`src/rtl/led_pkg.sv`:
```
// Project-wide LED/PWM constants shared by the LED driver top level and its PWM channels.
package led_pkg;

    localparam int unsigned PWM_S_CNT      = 200;
    localparam int unsigned PWM_CNT_W      = 8;
    localparam int unsigned LED_CNT        = 18;
    localparam int unsigned MAX_BRIGHTNESS = 200;

endpackage : led_pkg

```
`src/rtl/pwm_channel_if.sv`:
```
// Duty request in, PWM waveform and period marker out, for one PWM channel.
interface pwm_channel_if
    import led_pkg::*;
#(
    parameter int unsigned WIDTH = PWM_CNT_W
) ();

    logic [WIDTH-1:0] on_time;
    logic             out;
    logic             period_start;

    modport master (
        output on_time,
        input  out,
        input  period_start
    );

    modport slave (
        input  on_time,
        output out,
        output period_start
    );

endinterface : pwm_channel_if

```
`src/rtl/pwm_channel.sv`:
```
// Single-channel PWM generator: high for the first on_time samples of each PERIOD-sample period,
// with the duty latched only at the period wrap.
module pwm_channel
    import led_pkg::*;
#(
    parameter int unsigned WIDTH  = PWM_CNT_W,
    parameter int unsigned PERIOD = PWM_S_CNT
) (
    input  logic         clk,
    input  logic         rst_n,
    pwm_channel_if.slave bus
);

    localparam logic [WIDTH-1:0] LP_LAST      = WIDTH'(PERIOD - 1);
    localparam logic [WIDTH-1:0] LP_CNT_ZERO  = {WIDTH{1'b0}};
    localparam logic [WIDTH-1:0] LP_CNT_ONE   = {{(WIDTH-1){1'b0}}, 1'b1};
    // One extra duty bit keeps PERIOD itself representable when PERIOD == 2**WIDTH.
    localparam logic [WIDTH:0]   LP_PERIOD    = (WIDTH+1)'(PERIOD);
    localparam logic [WIDTH:0]   LP_DUTY_ZERO = {(WIDTH+1){1'b0}};

    logic [WIDTH-1:0] r_cnt;
    logic [WIDTH:0]   r_duty;
    logic             r_out;
    logic             r_start;

    logic             w_wrap;
    logic [WIDTH-1:0] w_cnt_nxt;
    logic [WIDTH:0]   w_duty_nxt;
    logic             w_out_nxt;
    logic             w_start_nxt;

    function automatic logic [WIDTH:0] clamp_duty(input logic [WIDTH-1:0] req);
        logic [WIDTH:0] w_req;
        w_req = {1'b0, req};
        if (w_req >= LP_PERIOD) begin
            clamp_duty = LP_PERIOD;
        end else begin
            clamp_duty = w_req;
        end
    endfunction

    // Next counter/duty state; outputs are decoded from these so the flops show the new sample.
    always_comb begin
        w_wrap      = (r_cnt == LP_LAST);
        w_cnt_nxt   = r_cnt;
        w_duty_nxt  = r_duty;
        if (w_wrap) begin
            w_cnt_nxt  = LP_CNT_ZERO;
            w_duty_nxt = clamp_duty(bus.on_time);
        end else begin
            w_cnt_nxt  = r_cnt + LP_CNT_ONE;
            w_duty_nxt = r_duty;
        end
        w_out_nxt   = ({1'b0, w_cnt_nxt} < w_duty_nxt);
        w_start_nxt = (w_cnt_nxt == LP_CNT_ZERO);
    end

    // Counter, latched duty and registered waveform outputs.
    always_ff @(posedge clk or negedge rst_n) begin
        if (!rst_n) begin
            r_cnt   <= LP_LAST;
            r_duty  <= LP_DUTY_ZERO;
            r_out   <= 1'b0;
            r_start <= 1'b0;
        end else begin
            r_cnt   <= w_cnt_nxt;
            r_duty  <= w_duty_nxt;
            r_out   <= w_out_nxt;
            r_start <= w_start_nxt;
        end
    end

    assign bus.out          = r_out;
    assign bus.period_start = r_start;

endmodule : pwm_channel

```
`src/flat_wrapper.sv`:
```
// flat-port wrapper written by rule: the top's interface ports become plain ports
module pwm_channel_flat import led_pkg::*;
#(
    parameter int unsigned WIDTH  = PWM_CNT_W,
    parameter int unsigned PERIOD = PWM_S_CNT
)
  (clk, rst_n, bus_on_time, bus_out, bus_period_start);
  pwm_channel_if #(.WIDTH(WIDTH)) bus_i ();
  input  logic clk;
  input  logic rst_n;
  input wire logic [$bits(bus_i.on_time)-1:0] bus_on_time;
  output wire logic [$bits(bus_i.out)-1:0] bus_out;
  output wire logic [$bits(bus_i.period_start)-1:0] bus_period_start;
  assign bus_i.on_time = bus_on_time;
  assign bus_out = bus_i.out;
  assign bus_period_start = bus_i.period_start;
  pwm_channel #(.WIDTH(WIDTH), .PERIOD(PERIOD)) u_core (.clk(clk), .rst_n(rst_n), .bus(bus_i));
endmodule
```
`config.mk`:
```
export PLATFORM = sky130hd
export DESIGN_NAME = pwm_channel_flat
export DESIGN_NICKNAME = d
export VERILOG_FILES = /design/src/rtl/led_pkg.sv /design/src/rtl/pwm_channel_if.sv /design/src/rtl/pwm_channel.sv /design/src/flat_wrapper.sv
export SDC_FILE = /design/constraint.sdc
export NUM_CORES = 1
export LEC_CHECK = 0
export ABC_CLOCK_PERIOD_IN_PS = 7500
export BUFFER_PORTS_ARGS = -buffer_cell sky130_fd_sc_hd__buf_2
export CAP_MARGIN = 0
export CORE_UTILIZATION = 55
export CTS_BUF_LIST = sky130_fd_sc_hd__clkbuf_8 sky130_fd_sc_hd__clkbuf_16
export DETAILED_ROUTE_END_ITERATION = 6
export PLACE_DENSITY_LB_ADDON = 0.12
export SYNTH_ARGS = -nofsm -noshare
export SYNTH_HDL_FRONTEND = slang
export SYNTH_SLANG_ARGS = --single-unit
```
`constraint.sdc`:
```
create_clock -name clk -period 7.5 [get_ports clk]
set_clock_uncertainty 0.05 [all_clocks]
set_input_delay 1.125 -clock clk [delete_from_list [all_inputs] [get_ports clk]]
set_output_delay 1.125 -clock clk [all_outputs]
set_load 0.03 [all_outputs]
```
==> results.toml, run 1 <==
[floorplanning]
die_w_um = 46.3
die_h_um = 46.3
initial_core_util_pct = 60.6
rows = 15
ioPinCount = 12
core_area_um2 = 1780
dieArea_um2 = 2140

[worst_setup_path]
worst_setup_path_end_kind = "register"
critPathMaxFanout = 7
crit_path_frequent_cell = "ha_1"
required_ns = 7.65
reg2reg_from = "u_core.r_cnt[0]"
rrSetupSlack_ns = 4.39
cp.arrival_ns = 3.26
critPathLaunchType = "register"
r2r_cells = 10
path_cells = "ha_1 > and3_4 > and2_1 > o21ai_0 > o22ai_1 > ha_1 > and3_1 > a221o_1 > a221oi_1 > a21o_1"
critPathKind = "reg -> reg"
slowest_delay_ns = 0.57
slowest_stage = "dfstp_2"
r2r_end = "u_core.bus.out"

[clock_tree]
ctsResizeCount = 0
clock_latency_ns = 0.25
numCtsBuffers = 3
root_buffer = "clkbuf_8"
hold_buffers = 0
cts_sinks = 19
cts_max_level = 1
cts_tree = "built"
cts_buffer_depth = 2
cts.clk_slew.worst_paths_ns = 0.07
postCtsSetupBuffers = 0

[logic_synthesis]
synth_ff_type = "dfrtp_1"
synth_area_um2 = 1080
ys_ff_latch = 19
synth_nets = 113
synth_top_area_share_pct = 32.4
synth_edf_count = 0
synthCells = 95
ys_top_cells_by_area = "dfrtp_1 (32%), dfstp_2 (12%), ha_1 (9.3%), nand2_1 (2.8%), xor2_1 (2.4%)"
synth_top_cell_by_area = "dfrtp_1"
syn_area_per_cell_um2 = 11.4
async_flop_share_pct = 100
ys_seq_area_share_pct = 44.6
synth_cell_types = 39
yosysWarningCount = 0

[sta]
setup_slack_ns = 4.39
maxSlewViolCount = 0
setup_violations = 0
worstMarginPinSlew_ns = 0.591
slew_headroom_pct = 60.3
fin_crit_ns = 3.11
finalHoldViolCount = 0
rsz0062_at_grt = "false"
final.period_utilization_pct = 41.5
tns_ns = 0
fmax_mhz = 321

[route]
wl_met3_um = 45
wl_per_cell_um = 14.8
vias = 756
route.top_layer_used = "met4"
drc = 0
routed-wl-met2_um = 888
wirelength_mm = 1.92
viasPerCell = 5.82
postRouteAntennaNets = 0
wl_met1_um = 960
drt-initial-drc-count = 11
drtPass1Iterations = 5

[global_route]
antenna_found_initial = 0
grt_first_pass_wirelength_mm = 3.34
grt.total_usage_pct = 22.3
grt_max_degree = 20
overflow = 0
grt_pass1_vias = 757

[place]
hpwl_mm = 1.48
dpl_cell_area_um2 = 1130
gp_congestion = 0.766
dp_cells = 126
pre_cts_ws_ns = 4.33
portBuffers = 11

[run_status]
status = "finished, final reports clean"

[finish]
fill_cells = 138
layout-drive-gt1-share_pct = 27.6
num-nets-final = 124
fin_cells = 130
num_antenna_cells = 0
seqCellArea_um2 = 482
final_area_um2 = 1170
syn_to_final_growth_pct = 8.81
fin_util_pct = 65.9
multi_input_area_um2 = 543

[min_path]
min_to = "u_core.r_duty[6]"
min_path_cells = 2
min_path_type = "reg -> reg"
hp-start = "u_core.r_duty[6]"

[run]
drv_cap = 0

[power_and_ir_drop]
power.leakage_nw = 0.565
vdd_drop_max_mv = 0.114
pwr_density_cell_nw_per_um2 = 154
-- cell type report --
| type | instances | share of cell area (%) |
|---|---|---|
| clock buffers | 3 | 3.51 |
| clock inverters | 1 | 0.319 |
| inverters | 5 | 1.60 |
| multi-input cells | 66 | 46.2 |
| flip-flops and latches | 19 | 41.0 |
| well taps | 25 | 2.66 |
| repair buffers | 11 | 4.69 |
-- worst max-delay path by stage --
| stage | startpoint | end | slack [ns] | depth (start not counted) |
|---|---|---|---|---|
| CTS | u_core.r_cnt[0] | u_core.bus.out | 4.39 | 10 |
| global route | u_core.r_cnt[0] | u_core.bus.out | 4.26 | 10 |
| finish | u_core.r_cnt[0] | u_core.bus.out | 4.39 | 10 |
| floorplan | bus_on_time[3] | u_core.bus.out | 4.61 | 8 |
| global placement | bus_on_time[3] | u_core.bus.out | 4.41 | 9 |
| detailed placement | bus_on_time[3] | u_core.bus.out | 4.33 | 9 |
-- cell usage after synthesis (all sizes together), types with 2 or more instances --
library cell and number:
dfrtp 14, ha 8, nand2 8, buf 5, dfstp 5, inv 5, a21o 4, nor2 4
and2 3, and3 3, nand3 3, o21ai 3, xor2 3, a221o 2, a22oi 2, a311oi 2
mux2i 2, nor3 2, nor4b 2, o21a 2
-- registers in the layout, indices dropped and copies added, names as in the netlist --
| name | count |
|---|---|
| u_core.bus.period_start | 1 |
| u_core.r_cnt | 8 |
| u_core.r_duty | 9 |
| u_core.bus.out | 1 |
-- logic make-up after synthesis --
| group | synth area share (%) |
|---|---|
| AO/OA/AOI/OAI | 19.7 |
| XOR/XNOR | 3.25 |
| adder cells (fa/ha/maj) | 9.27 |
| buffers and inverters | 5.10 |
| flip-flops | 44.6 |
| multiplexers | 1.85 |
| AND/OR/NAND/NOR | 16.2 |
-- placed cells by master, fill, tap and decap left out, types with 2 or more instances in the layout --
master / n
nand3_1: 2
and2_1: 3
clkbuf_8: 3
a21o_1: 3
a311oi_1: 2
dfstp_2: 5
ha_1: 8
buf_2: 11
a221o_1: 2
o21a_1: 2
mux2i_1: 2
xor2_1: 3
and3_1: 2
nand2_1: 8
dfrtp_1: 14
inv_1: 6
o21ai_0: 3
nor3_1: 2
a22oi_2: 2
nor2_1: 4
-- routing by layer --
metal,up-vias,GRT usage [%]
met1,368,32.4
met3,4,3.92
met4,0,8.82
met5,-,0
met2,14,32.5
li1,370,-
-- where the power goes --
part	switching (W)	internal, W
Sequential	0.000000231	0.000103
Combinational	0.00000541	0.00000312
Clock	0.0000320	0.0000363
-- worst max-delay path: cells and delay by family (launching register included) --
family          cells  cell delay [ns]
fa+ha+maj           2             0.59
flops               1             0.57
compound gates      5             1.13
simple gates        3             0.72
-- metrics by stage --
step	power, W	hold WS, ns
after floorplan	0.000108	0.394
after global placement	0.000114	0.411
after detailed placement	0.000114	0.427
after CTS	0.000183	0.455
after global routing	0.000190	0.470
final	0.000180	0.451
Note: power is estimated with default switching activity, not from simulation.
==> inputs of run 2 (changes only) <==
--- a/config.mk
+++ b/config.mk
@@ -5,10 +5,10 @@
 export SDC_FILE = /design/constraint.sdc
 export NUM_CORES = 1
 export LEC_CHECK = 0
-export ABC_CLOCK_PERIOD_IN_PS = 7500
+export ABC_CLOCK_PERIOD_IN_PS = 2500
 export BUFFER_PORTS_ARGS = -buffer_cell sky130_fd_sc_hd__buf_2
 export CAP_MARGIN = 0
-export CORE_UTILIZATION = 55
+export CORE_UTILIZATION = 51
 export CTS_BUF_LIST = sky130_fd_sc_hd__clkbuf_8 sky130_fd_sc_hd__clkbuf_16
 export DETAILED_ROUTE_END_ITERATION = 6
 export PLACE_DENSITY_LB_ADDON = 0.12
==> constraint.sdc (replaced) <==
create_clock -name clk -period 2.5 [get_ports clk]
set_clock_uncertainty 0.05 [all_clocks]
set_input_delay 0.375 -clock clk [delete_from_list [all_inputs] [get_ports clk]]
set_output_delay 0.375 -clock clk [all_outputs]
set_load 0.03 [all_outputs]
==> run 2 against run 1 <==
Compared with the run above:
- the run now ends with negative setup slack left
- cell area is 14% higher
- combinational power grew to 3.4 times the previous value
- power grew to 3.0 times the previous value
- largest cell class unchanged
==> results.toml, run 2 (synthesis results as in run 1) <==
[floorplanning]
core_area_um2 = 1980
dieArea_um2 = 2310
die_h_um = 48.0
die_w_um = 48.0
ioPinCount = 12
rows = 16
initial_core_util_pct = 54.5

[finish]
final_common_cell = "buf_4"
reg_top3 = "u_core.r_duty (9), u_core.r_cnt (8)"
num_antenna_cells = 0
final_cell_mix = "buf_4 (16), dfrtp_1 (14), buf_2 (11)"
layout-drive-gt1-share_pct = 43.0
num-nets-final = 140
final_area_um2 = 1340
syn_to_final_growth_pct = 24.2
largest_register_ffs = 9
fill_cells = 151
largest_register = "u_core.r_duty"
fin_cells = 148

[clock_tree]
cts_tree = "built"
cts.clk_slew.worst_paths_ns = 0.07
hold_buffers = 0
postCtsSetupBuffers = 0
clock_latency_ns = 0.25
cts_sinks = 19
numCtsBuffers = 3
cts_buffer_depth = 2
root_buffer = "clkbuf_8"
cts_max_level = 1

[route]
wirelength_mm = 2.34
vias = 842
postRouteAntennaNets = 0
drt-initial-drc-count = 16
drtPass1Iterations = 4
viasPerCell = 5.69
wl_per_cell_um = 15.8
drc = 0

[run_status]
status = "finished, violations left"
violations = "negative setup slack"

[global_route]
grt_max_degree = 20
grt_first_pass_wirelength_mm = 3.64
grt.total_usage_pct = 23.8
overflow = 0
grt_pass1_vias = 847
antenna_found_initial = 0

[worst_setup_path]
critPathKind = "reg -> reg"
critPathLaunchType = "register"
crit_path_frequent_cell = "and3_4"
slowest_delay_ns = 0.58
cp.arrival_ns = 2.72
slowest_stage = "dfstp_2"
critPathMaxFanout = 5
worst_setup_path_end_kind = "register"
path_cells = "ha_4 > and3_4 > and2_4 > o21ai_2 > o22ai_1 > ha_1 > and3_4 > a221o_1 > a221oi_2 > a21o_1"
required_ns = 2.65

[sta]
worstMarginPinSlew_ns = 0.431
timing.hold.ws_ns = 0.000896
slew_headroom_pct = 71.3
finalHoldViolCount = 0
final.period_utilization_pct = 103
fin_crit_ns = 2.57
setup_slack_ns = -0.0700
rsz0062_at_grt = "true"
fmax_mhz = 389
setup_violations = 1
maxSlewViolCount = 0

[place]
portBuffers = 11
dpl_cell_area_um2 = 1280
hpwl_mm = 1.84
gp_congestion = 0.862
dp_cells = 144

[min_path]
min_path_type = "in -> async"

[power_and_ir_drop]
pwr_density_cell_nw_per_um2 = 409
power.leakage_nw = 0.668
vdd_drop_max_mv = 0.357

[run]
drv_cap = 0
## run 2: final timing paths
kind	from	endpoint	slack, ns	depth (start not counted)
worst max-delay path	u_core.r_cnt[0]	u_core.bus.out	-0.07	10
worst min-delay path	rst_n	u_core.r_cnt[4]	0.0009	1
worst max register to register	u_core.r_cnt[0]	u_core.bus.out	-0.07	10
worst min register to register	u_core.r_duty[4]	u_core.r_duty[4]	0.44	2
max in group asynchronous	rst_n	u_core.r_cnt[6]	2.06	1
min in group clk	bus_on_time[1]	u_core.r_duty[1]	0.29	3
## run 2: final cells by class
| type | count | area (µm²) | share of cell area (%) |
|---|---|---|---|
| Multi-Input combinational cell | 66 | 587 | 43.7 |
| Sequential cell | 19 | 482 | 35.9 |
| Timing Repair Buffer | 27 | 175 | 13.1 |
| Clock buffer | 3 | 41.3 | 3.08 |
| Tap cell | 27 | 33.8 | 2.52 |
| Inverter | 5 | 18.8 | 1.40 |
| Clock inverter | 1 | 3.75 | 0.280 |
## run 2: timing repair
item / 4_1_cts / 5_1_grt
endpoints found under the hold margin: 0 / 0
resized for setup: 1 / 1
setup endpoints to repair: 1 / 1
pin swaps: 1 / 0
## run 2: report_power, final
group / internal (W) / switching [W]
clock: 0.000109 / 0.000100
sequential: 0.000310 / 0.000000857
combinational: 0.0000109 / 0.0000177
## run 2: worst max-delay path: cells and delay by family (launching register included)
family / cells / cell delay, ns
and+or+nand+nor: 3 / 0.57
adders and majority gates: 2 / 0.42
AOI/OAI and AO/OA: 5 / 0.89
DFF: 1 / 0.58
## run 2: layer usage
metal	share of wire [%]	track usage, %	wire [µm]
met1	45	31.1	1050
met2	51	38.6	1190
met3	2.3	4.91	54
met4	1.7	9.44	39
met5	0	0	0
## run 2: metrics by stage
stage	power [W]	setup slack (ns)	util (%)	setup TNS [ns]
after global placement	0.000345	0.0110	64.8	0
after global routing	0.000570	-0.177	67.7	-0.177
after CTS	0.000554	-0.0671	67.4	-0.0671
after floorplan	0.000327	-0.0944	-	-0.0944
final	0.000549	-0.0700	67.7	-0.0700
after detailed placement	0.000346	-0.0764	64.8	-0.0764
==> inputs of run 3 (changes only) <==
--- a/config.mk
+++ b/config.mk
@@ -5,10 +5,10 @@
 export SDC_FILE = /design/constraint.sdc
 export NUM_CORES = 1
 export LEC_CHECK = 0
-export ABC_CLOCK_PERIOD_IN_PS = 2500
+export ABC_CLOCK_PERIOD_IN_PS = 3300
 export BUFFER_PORTS_ARGS = -buffer_cell sky130_fd_sc_hd__buf_2
 export CAP_MARGIN = 0
-export CORE_UTILIZATION = 51
+export CORE_UTILIZATION = 45
 export CTS_BUF_LIST = sky130_fd_sc_hd__clkbuf_8 sky130_fd_sc_hd__clkbuf_16
 export DETAILED_ROUTE_END_ITERATION = 6
 export PLACE_DENSITY_LB_ADDON = 0.12
==> constraint.sdc (replaced) <==
create_clock -name clk -period 3.3 [get_ports clk]
set_clock_uncertainty 0.05 [all_clocks]
set_input_delay 0.495 -clock clk [delete_from_list [all_inputs] [get_ports clk]]
set_output_delay 0.495 -clock clk [all_outputs]
set_load 0.03 [all_outputs]
==> run 3 against run 2 <==
Compared with the run above:
- the flow now finishes without violations
- sequential cell count unchanged
- wire length down 22%
- sequential share of layout area up 4.7 points
- combinational power is 31% lower
- largest power group unchanged
==> results.toml, run 3 (synthesis results as in run 1) <==
[power_and_ir_drop]
seqPwrFrac_pct = 57.4
pwr-share-comb_pct = 4.8
vdd_drop_max_mv = 0.270
power.leakage_nw = 0.569
switching_share_pct = 20.9
intPower_w = 0.000325
clkPwrFrac_pct = 37.9
netSwitchingPower_w = 0.0000858
pwr_density_cell_nw_per_um2 = 346

[clock_tree]
numCtsBuffers = 3
root_buffer = "clkbuf_8"
hold_buffers = 0
cts_sinks = 19
cts_tree = "built"
ctsResizeCount = 0
cts_max_level = 1
postCtsSetupBuffers = 0
clock_latency_ns = 0.25
cts_buffer_depth = 2
cts.clk_slew.worst_paths_ns = 0.07

[sta]
rsz0062_at_grt = "false"
final.period_utilization_pct = 92.5
tns_ns = 0
setup_violations = 0
slew_headroom_pct = 63.8
timing.hold.ws_ns = 0.110
maxSlewViolCount = 0
fin_crit_ns = 3.05
finalHoldViolCount = 0
fmax_mhz = 328
worstMarginPinSlew_ns = 0.540

[place]
dpl_cell_area_um2 = 1140
gp_congestion = 0.792
hpwl_mm = 1.42
portBuffers = 11
dp_cells = 130

[global_route]
antenna_found_initial = 0
grt_pass1_vias = 715
use_met1_pct = 21.0
grtUsageMet2_pct = 26.3
overflow = 0
grt.total_usage_pct = 16.7
grt.busiest_layer = "met2"
grt_max_degree = 20
grt_first_pass_wirelength_mm = 3.09
gr-usage-met3_pct = 2.68

[run_status]
status = "finished, final reports clean"

[floorplanning]
initial_core_util_pct = 48.3
ioPinCount = 12
rows = 17
dieArea_um2 = 2600
die_h_um = 51.0
core_area_um2 = 2230
die_w_um = 51.0

[worst_setup_path]
cp.arrival_ns = 3.20
path_cells = "ha_1 > and3_4 > and2_1 > o21ai_0 > o22ai_1 > ha_1 > and3_1 > a221o_1 > a221oi_1 > a21o_1"
slowest_stage = "dfstp_2"
reg2reg_from = "u_core.r_cnt[0]"
r2r_end = "u_core.bus.out"
slowest_delay_ns = 0.56
crit_path_frequent_cell = "ha_1"
required_ns = 3.45
rrSetupSlack_ns = 0.25
worst_setup_path_end_kind = "register"
critPathLaunchType = "register"
critPathKind = "reg -> reg"
critPathMaxFanout = 7
r2r_cells = 10

[finish]
final_area_um2 = 1190
final_cell_mix = "dfrtp_1 (14), buf_2 (11), nand2_1 (8), ha_1 (8), inv_1 (6)"
fin_util_pct = 53.1
largest_register = "u_core.r_duty"
final_common_cell = "dfrtp_1"
num-nets-final = 125
num_antenna_cells = 0
syn_to_final_growth_pct = 9.85
layout-drive-gt1-share_pct = 28.3
fin_cells = 134
largest_register_ffs = 9
reg_top3 = "u_core.r_duty (9), u_core.r_cnt (8)"

[run]
drv_cap = 0

[min_path]
min_path_type = "in -> async"

[route]
drc = 0
drt-initial-drc-count = 13
wl_per_cell_um = 13.7
drtPass1Iterations = 4
wirelength_mm = 1.83
postRouteAntennaNets = 0
viasPerCell = 5.66
vias = 758
-- run 3: area by class of cell --
| class | instances | area [µm²] |
|---|---|---|
| fillers | 205 | 1050 |
| repair buffers | 12 | 62.6 |
| inverters | 5 | 18.8 |
| clock inverters | 1 | 3.75 |
| clock buffers | 3 | 41.3 |
| flip-flops and latches | 19 | 482 |
| multi-input cells | 66 | 543 |
| well taps | 28 | 35.0 |
-- run 3: stage by stage --
step | setup WS [ns] | total power [W]
floorplan | 0.500 | 0.000247
global placement | 0.382 | 0.000260
detailed placement | 0.282 | 0.000260
CTS | 0.259 | 0.000417
global route | 0.0929 | 0.000428
finish | 0.248 | 0.000411
-- run 3: how the worst max path moves through the flow --
stage / cells past startpoint / slack, ns / end / startpoint
after global placement: 10 / 0.38 / u_core.bus.out / u_core.r_cnt[0]
final: 10 / 0.25 / u_core.bus.out / u_core.r_cnt[0]
after detailed placement: 10 / 0.28 / u_core.bus.out / u_core.r_cnt[0]
after global routing: 10 / 0.09 / u_core.bus.out / u_core.r_cnt[0]
after CTS: 10 / 0.26 / u_core.bus.out / u_core.r_cnt[0]
after floorplan: 11 / 0.50 / u_core.bus.out / u_core.r_cnt[0]
-- run 3: layer usage --
metal  wire, µm  vias to the layer above  share of wire [%]
met5          0                        -                  0
met4         46                        0                2.5
met3         64                        5                3.5
met2        808                       17                 44
met1        914                      359                 50
li1           -                      377                  -
-- run 3: power by group through the flow --
stage / registers (W) / logic (W) / clock network [W]
2_1_floorplan: 0.000241 / 0.00000559 / 0
3_3_place_gp: 0.000240 / 0.0000199 / 0
3_5_place_dp: 0.000240 / 0.0000202 / 0
4_1_cts: 0.000235 / 0.0000203 / 0.000162
5_1_grt: 0.000236 / 0.0000228 / 0.000170
6_report: 0.000236 / 0.0000197 / 0.000155
-- run 3: worst max-delay path: cells and delay by family (launching register included) --
| family | cells | cell delay [ns] |
|---|---|---|
| AO/OA/AOI/OAI | 5 | 1.10 |
| AND/OR/NAND/NOR | 3 | 0.71 |
| flip-flops | 1 | 0.56 |
| adder cells (fa/ha/maj) | 2 | 0.58 |
